==> src/rtl/mean_seq_if.sv <==
// Handshake and accumulator-link bundle for the block-mean controller.
// The slave modport is the controller's view; master is the environment's view.
interface mean_seq_if #(
    parameter int DATA_W = 32
);
    logic              start;
    logic              s_valid;
    logic              s_ready;
    logic [DATA_W-1:0] s_data;
    logic              acc_clr;
    logic              acc_en;
    logic [DATA_W-1:0] acc_x;
    logic [DATA_W-1:0] acc_y;
    logic              busy;
    logic              m_valid;
    logic              m_ready;
    logic [DATA_W-1:0] m_mean;
    logic [DATA_W-1:0] m_rem;

    modport slave (
        input  start, s_valid, s_data, acc_y, m_ready,
        output s_ready, acc_clr, acc_en, acc_x, busy, m_valid, m_mean, m_rem
    );

    modport master (
        output start, s_valid, s_data, acc_y, m_ready,
        input  s_ready, acc_clr, acc_en, acc_x, busy, m_valid, m_mean, m_rem
    );
endinterface

==> src/rtl/mean_seq.sv <==
// Block-mean sequencer: clears the external accumulator, feeds it N stream samples,
// then divides the sum by N with a bit-serial restoring divider.
module mean_seq #(
    parameter int DATA_W = 32,
    parameter int N      = 100,
    parameter int CNT_W  = 8
) (
    input  logic      clk,
    input  logic      rst,
    mean_seq_if.slave bus
);
    localparam int                ITER_W    = (DATA_W > 2) ? $clog2(DATA_W) : 1;
    localparam logic [DATA_W:0]   N_EXT     = (DATA_W + 1)'(N);
    localparam logic [CNT_W-1:0]  CNT_LAST  = CNT_W'(N - 1);
    localparam logic [ITER_W-1:0] ITER_LAST = ITER_W'(DATA_W - 1);

    typedef enum logic [2:0] {
        S_IDLE,
        S_CLEAR,
        S_COLLECT,
        S_SETTLE,
        S_DIV,
        S_DONE
    } state_t;

    state_t            r_state;
    state_t            w_state_next;
    logic [CNT_W-1:0]  r_cnt;
    logic [ITER_W-1:0] r_iter;
    logic [DATA_W-1:0] r_quot;
    logic [DATA_W:0]   r_rem;
    logic              w_accept;
    logic [DATA_W:0]   w_shift;
    logic [DATA_W:0]   w_diff;
    logic              w_fits;

    always_ff @(posedge clk or posedge rst) begin
        if (rst) begin
            r_state <= S_IDLE;
        end else begin
            r_state <= w_state_next;
        end
    end

    always_comb begin
        w_state_next = r_state;
        w_accept     = 1'b0;
        bus.s_ready  = 1'b0;
        bus.acc_clr  = 1'b0;
        bus.acc_en   = 1'b0;
        bus.acc_x    = '0;
        bus.m_valid  = 1'b0;
        case (r_state)
            S_IDLE: begin
                if (bus.start) begin
                    w_state_next = S_CLEAR;
                end
            end
            S_CLEAR: begin
                bus.acc_clr  = 1'b1;
                w_state_next = S_COLLECT;
            end
            S_COLLECT: begin
                bus.s_ready = 1'b1;
                if (bus.s_valid) begin
                    w_accept   = 1'b1;
                    bus.acc_en = 1'b1;
                    bus.acc_x  = bus.s_data;
                    if (r_cnt == CNT_LAST) begin
                        w_state_next = S_SETTLE;
                    end
                end
            end
            S_SETTLE: begin
                w_state_next = S_DIV;
            end
            S_DIV: begin
                if (r_iter == ITER_LAST) begin
                    w_state_next = S_DONE;
                end
            end
            S_DONE: begin
                bus.m_valid = 1'b1;
                if (bus.m_ready) begin
                    w_state_next = S_IDLE;
                end
            end
            default: begin
                w_state_next = S_IDLE;
            end
        endcase
    end

    assign bus.busy   = (r_state != S_IDLE);
    assign bus.m_mean = r_quot;
    assign bus.m_rem  = r_rem[DATA_W-1:0];

    // One restoring step: bring down the next dividend bit, subtract N if it fits.
    // r_quot doubles as the dividend shifter; quotient bits fill in from the LSB.
    assign w_shift = (r_rem << 1) | {{DATA_W{1'b0}}, r_quot[DATA_W-1]};
    assign w_fits  = (w_shift >= N_EXT);
    assign w_diff  = w_shift - N_EXT;

    always_ff @(posedge clk or posedge rst) begin
        if (rst) begin
            r_cnt  <= '0;
            r_iter <= '0;
            r_quot <= '0;
            r_rem  <= '0;
        end else begin
            case (r_state)
                S_CLEAR: begin
                    r_cnt <= '0;
                end
                S_COLLECT: begin
                    if (w_accept) begin
                        r_cnt <= r_cnt + CNT_W'(1);
                    end
                end
                S_SETTLE: begin
                    r_quot <= bus.acc_y;
                    r_rem  <= '0;
                    r_iter <= '0;
                end
                S_DIV: begin
                    r_rem  <= w_fits ? w_diff : w_shift;
                    r_quot <= {r_quot[DATA_W-2:0], w_fits};
                    r_iter <= r_iter + ITER_W'(1);
                end
                default: begin
                end
            endcase
        end
    end
endmodule

==> src/flat_wrapper.sv <==
// flat-port wrapper written by rule: the top's interface ports become plain ports
module mean_seq_flat 
#(
    parameter int DATA_W = 32,
    parameter int N      = 100,
    parameter int CNT_W  = 8
)
  (clk, rst, bus_start, bus_s_valid, bus_s_data, bus_acc_y, bus_m_ready, bus_s_ready, bus_acc_clr, bus_acc_en, bus_acc_x, bus_busy, bus_m_valid, bus_m_mean, bus_m_rem);
  mean_seq_if #(.DATA_W(DATA_W)) bus_i ();
  input  logic clk;
  input  logic rst;
  input wire logic [$bits(bus_i.start)-1:0] bus_start;
  input wire logic [$bits(bus_i.s_valid)-1:0] bus_s_valid;
  input wire logic [$bits(bus_i.s_data)-1:0] bus_s_data;
  input wire logic [$bits(bus_i.acc_y)-1:0] bus_acc_y;
  input wire logic [$bits(bus_i.m_ready)-1:0] bus_m_ready;
  output wire logic [$bits(bus_i.s_ready)-1:0] bus_s_ready;
  output wire logic [$bits(bus_i.acc_clr)-1:0] bus_acc_clr;
  output wire logic [$bits(bus_i.acc_en)-1:0] bus_acc_en;
  output wire logic [$bits(bus_i.acc_x)-1:0] bus_acc_x;
  output wire logic [$bits(bus_i.busy)-1:0] bus_busy;
  output wire logic [$bits(bus_i.m_valid)-1:0] bus_m_valid;
  output wire logic [$bits(bus_i.m_mean)-1:0] bus_m_mean;
  output wire logic [$bits(bus_i.m_rem)-1:0] bus_m_rem;
  assign bus_i.start = bus_start;
  assign bus_i.s_valid = bus_s_valid;
  assign bus_i.s_data = bus_s_data;
  assign bus_i.acc_y = bus_acc_y;
  assign bus_i.m_ready = bus_m_ready;
  assign bus_s_ready = bus_i.s_ready;
  assign bus_acc_clr = bus_i.acc_clr;
  assign bus_acc_en = bus_i.acc_en;
  assign bus_acc_x = bus_i.acc_x;
  assign bus_busy = bus_i.busy;
  assign bus_m_valid = bus_i.m_valid;
  assign bus_m_mean = bus_i.m_mean;
  assign bus_m_rem = bus_i.m_rem;
  mean_seq #(.DATA_W(DATA_W), .N(N), .CNT_W(CNT_W)) u_core (.clk(clk), .rst(rst), .bus(bus_i));
endmodule
==> config.mk <==
export PLATFORM = sky130hd
export DESIGN_NAME = mean_seq_flat
export DESIGN_NICKNAME = d
export VERILOG_FILES = /design/src/rtl/mean_seq_if.sv /design/src/rtl/mean_seq.sv /design/src/flat_wrapper.sv
export SDC_FILE = /design/constraint.sdc
export NUM_CORES = 1
export LEC_CHECK = 0
export CAP_MARGIN = 30
export CORE_ASPECT_RATIO = 2
export CORE_MARGIN = 3
export CORE_UTILIZATION = 47
export CTS_CLUSTER_SIZE = 12
export DETAILED_ROUTE_END_ITERATION = 10
export HOLD_SLACK_MARGIN = 0.06
export PLACE_DENSITY = 0.87
export SETUP_SLACK_MARGIN = 0.05
export SLEW_MARGIN = 0
export SYNTH_ARGS = -nofsm -noshare
export SYNTH_HDL_FRONTEND = slang
export SYNTH_SLANG_ARGS = --single-unit
==> constraint.sdc <==
create_clock -name clk -period 5.9 [get_ports clk]
set_clock_uncertainty 0.1 [all_clocks]
set_input_delay 0.885 -clock clk [delete_from_list [all_inputs] [get_ports clk]]
set_output_delay 0.885 -clock clk [all_outputs]
set_load 0.05 [all_outputs]
==> results.toml <==
[layout]
n_fill_cell = 637
seqCellArea_um2 = 2000
fin_cells = 732
layout-drive-gt1-share_pct = 5.38
antenna_cells = 0
multi_input_area_um2 = 2100
final_core_util_pct = 72.5
syn_to_final_growth_pct = 49.5
nNetsFinal = 701

[outcome]
status = "complete, no violations"

[clock_tree]
clk_pin_slew_ps = 70
cts_resized = 0
cts_hold_buf = 0
postCtsSetupBuffers = 0
cts_buffers = 9
clk-insertion-delay-late_ps = 330
cts_tree = "built"
clockRootBuffer = "clkbuf_16"
cts_sinks = 80
clk_path_buf_depth = 2
cts_max_level = 3

[timing]
rsz0062_at_grt = "no"
hold_viol = 0
tns_ps = 0
timing.slew.headroom_pct = 28.7
whs_ps = 400
slew_violations = 0
period_share_pct = 74.1
period_minus_slack_ps = 4370
setup_viol = 0
tightestPinTransition_ps = 1070
max_clock_freq_mhz = 229

[yosys]
syn_area_um2 = 4220
synthTopCellsByArea = "dfrtp_1, nand2_1, a22oi_1, xnor2_1, and2_1"
synth-async-reset-ratio_pct = 100
ys_top_cells_by_count = "nand2_1, dfrtp_1, and2_1, a22oi_1, o21ai_0"
netlist-cell-type-count = 47
synth_top_cell_area_share_pct = 47.4
ys_warn_count = 0
post-synth-top-count-cell = "nand2_1"
avgSynthCellArea_um2 = 8.98
synth_top_area_cell = "dfrtp_1"
synth_nets = 544
syn_inst = 470
synth_ff_type = "dfrtp_1"
synth_edf_count = 0
yosysSeqAreaShare_pct = 47.4
ys_ff_latch = 80

[placement]
dp.cells = 715
globalplace.congestion = 0.929
numPortBuffers = 169
dp_hpwl_um = 8990

[critical_path]
critical_path_arrival_ps = 3390
worst-endpoint-required_ps = 4910
critPathKind = "in -> out"
cp-end-kind = "primary output"
start_kind = "primary input"
crit_fanout = 25

[floorplan]
die_h_um = 140
die_w_um = 73.0
start_util_pct = 48.5
core_um2 = 8710
fp-row-count = 48
ios = 170
dieArea_um2 = 10200

[detailed_routing]
routed_wl_um = 12700
dr.pass1.iters = 5
route.vias.total = 4177
dr.first_iter.drc_count = 397
drc = 0
ant_nets = 0
vias_per_cell = 5.71
wire_per_inst_um = 17.4

[pwr]
clkPwrFrac_pct = 14.6
pwr_density_cell_nw_per_um2 = 603
p_sw_mw = 1.95
power_frac_seq_pct = 26.8
power_mw = 3.81
peakVddDrop_v = 0.000374
p_comb_share_pct = 58.6
netSwitchingFraction_pct = 51.2
internal_power_mw = 1.86
cellLeakagePower_nw = 2.69

[flow_run]
maxCapViolations = 0

[min_path]
hold_path.class = "reg -> reg"

[global_route]
track_usage_pct = 24.9
grt_max_degree = 81
grt_pass1_wl_um = 20300
grt_overflow = 0
first_global_vias = 4147
antenna_found_initial = 0
## area by class of cell
type                    count  share of cell area, %
inverters                   3                  0.198
clock buffers              10                   3.63
clock inverters             6                   1.09
well taps                 100                   1.98
multi-input cells         356                   33.3
repair buffers            177                   28.1
flip-flops and latches     80                   31.7
## metrics by stage
step / setup WS, ps / instance area (um^2)
CTS: 1510 / 6280
finish: 1530 / 6310
floorplan: 2130 / 4220
detailed placement: 1530 / 5990
global placement: 1620 / 5980
global route: 1380 / 6310
## power groups by stage
stage	clock network, mW	registers [mW]	logic, mW
floorplan	0	1.56	0.946
global placement	0	1.00	2.16
detailed placement	0	1.02	2.21
CTS	0.564	1.01	2.23
global route	0.587	1.05	2.37
finish	0.555	1.02	2.23
## critical path: stages
cell and delay [ps]:
clkdlybuf4s50_1 480, nor4bb_4 690, buf_4 330, and2_1 170
clkdlybuf4s50_1 820
## path summary, 6_finish.rpt
path,from,end,slack (ps),depth (start not counted)
setup / recovery,bus_s_valid,bus_acc_x[3],1530,5
hold / removal,u_core.bus.m_mean[30],u_core.bus.m_mean[30],400,2
setup reg to reg,u_core.r_rem[9],u_core.r_rem[4],2450,7
hold reg to reg,u_core.bus.m_mean[30],u_core.bus.m_mean[30],400,2
max in group asynchronous,rst,u_core.bus.m_mean[7],4300,4
min in group asynchronous,rst,u_core.bus.m_mean[14],820,3
## cells by family after synthesis
group           after synthesis  synth area share (%)
mux                           1                 0.267
fa+ha+maj                     5                  1.48
flops                        80                  47.4
simple gates                228                  26.9
compound gates               92                  14.3
buf+inv                      34                  3.44
xor+xnor                     30                  6.22
## registers in the layout (all words and copies together), names as in the netlist
signal,cells
u_core.bus.m_mean,32
u_core.r_rem,32
u_core.r_cnt,8
u_core.r_iter,5
u_core.r_state,3
## layer usage
| layer | global-route usage, % | routed length [um] |
|---|---|---|
| met5 | 0 | 0 |
| met4 | 10.7 | 416 |
| met3 | 3.88 | 612 |
| met2 | 44.9 | 7140 |
| met1 | 27.8 | 4530 |
## cell usage in the layout (no fill, tap or decap), types with 3 or more instances in the layout
cell type / synthesis / layout
nor3_1: 15 / 15
or4_1: 5 / 5
xor2_1: 6 / 6
or3_1: 7 / 7
nand2_1: 105 / 105
dfrtp_1: 80 / 80
a22o_1: 6 / 6
clkdlybuf4s50_1: 0 / 169
a21oi_1: 3 / 3
xnor2_1: 24 / 24
buf_4: 0 / 6
nor2_1: 25 / 23
nor4_1: 11 / 11
nand3_1: 3 / 3
o21ai_0: 26 / 26
ha_1: 5 / 5
and2_1: 33 / 33
nand4_1: 5 / 5
o21ai_1: 13 / 13
clkbuf_16: 0 / 9
nand2b_1: 4 / 4
a22oi_1: 32 / 32
Power figures use the tool's default switching activity.
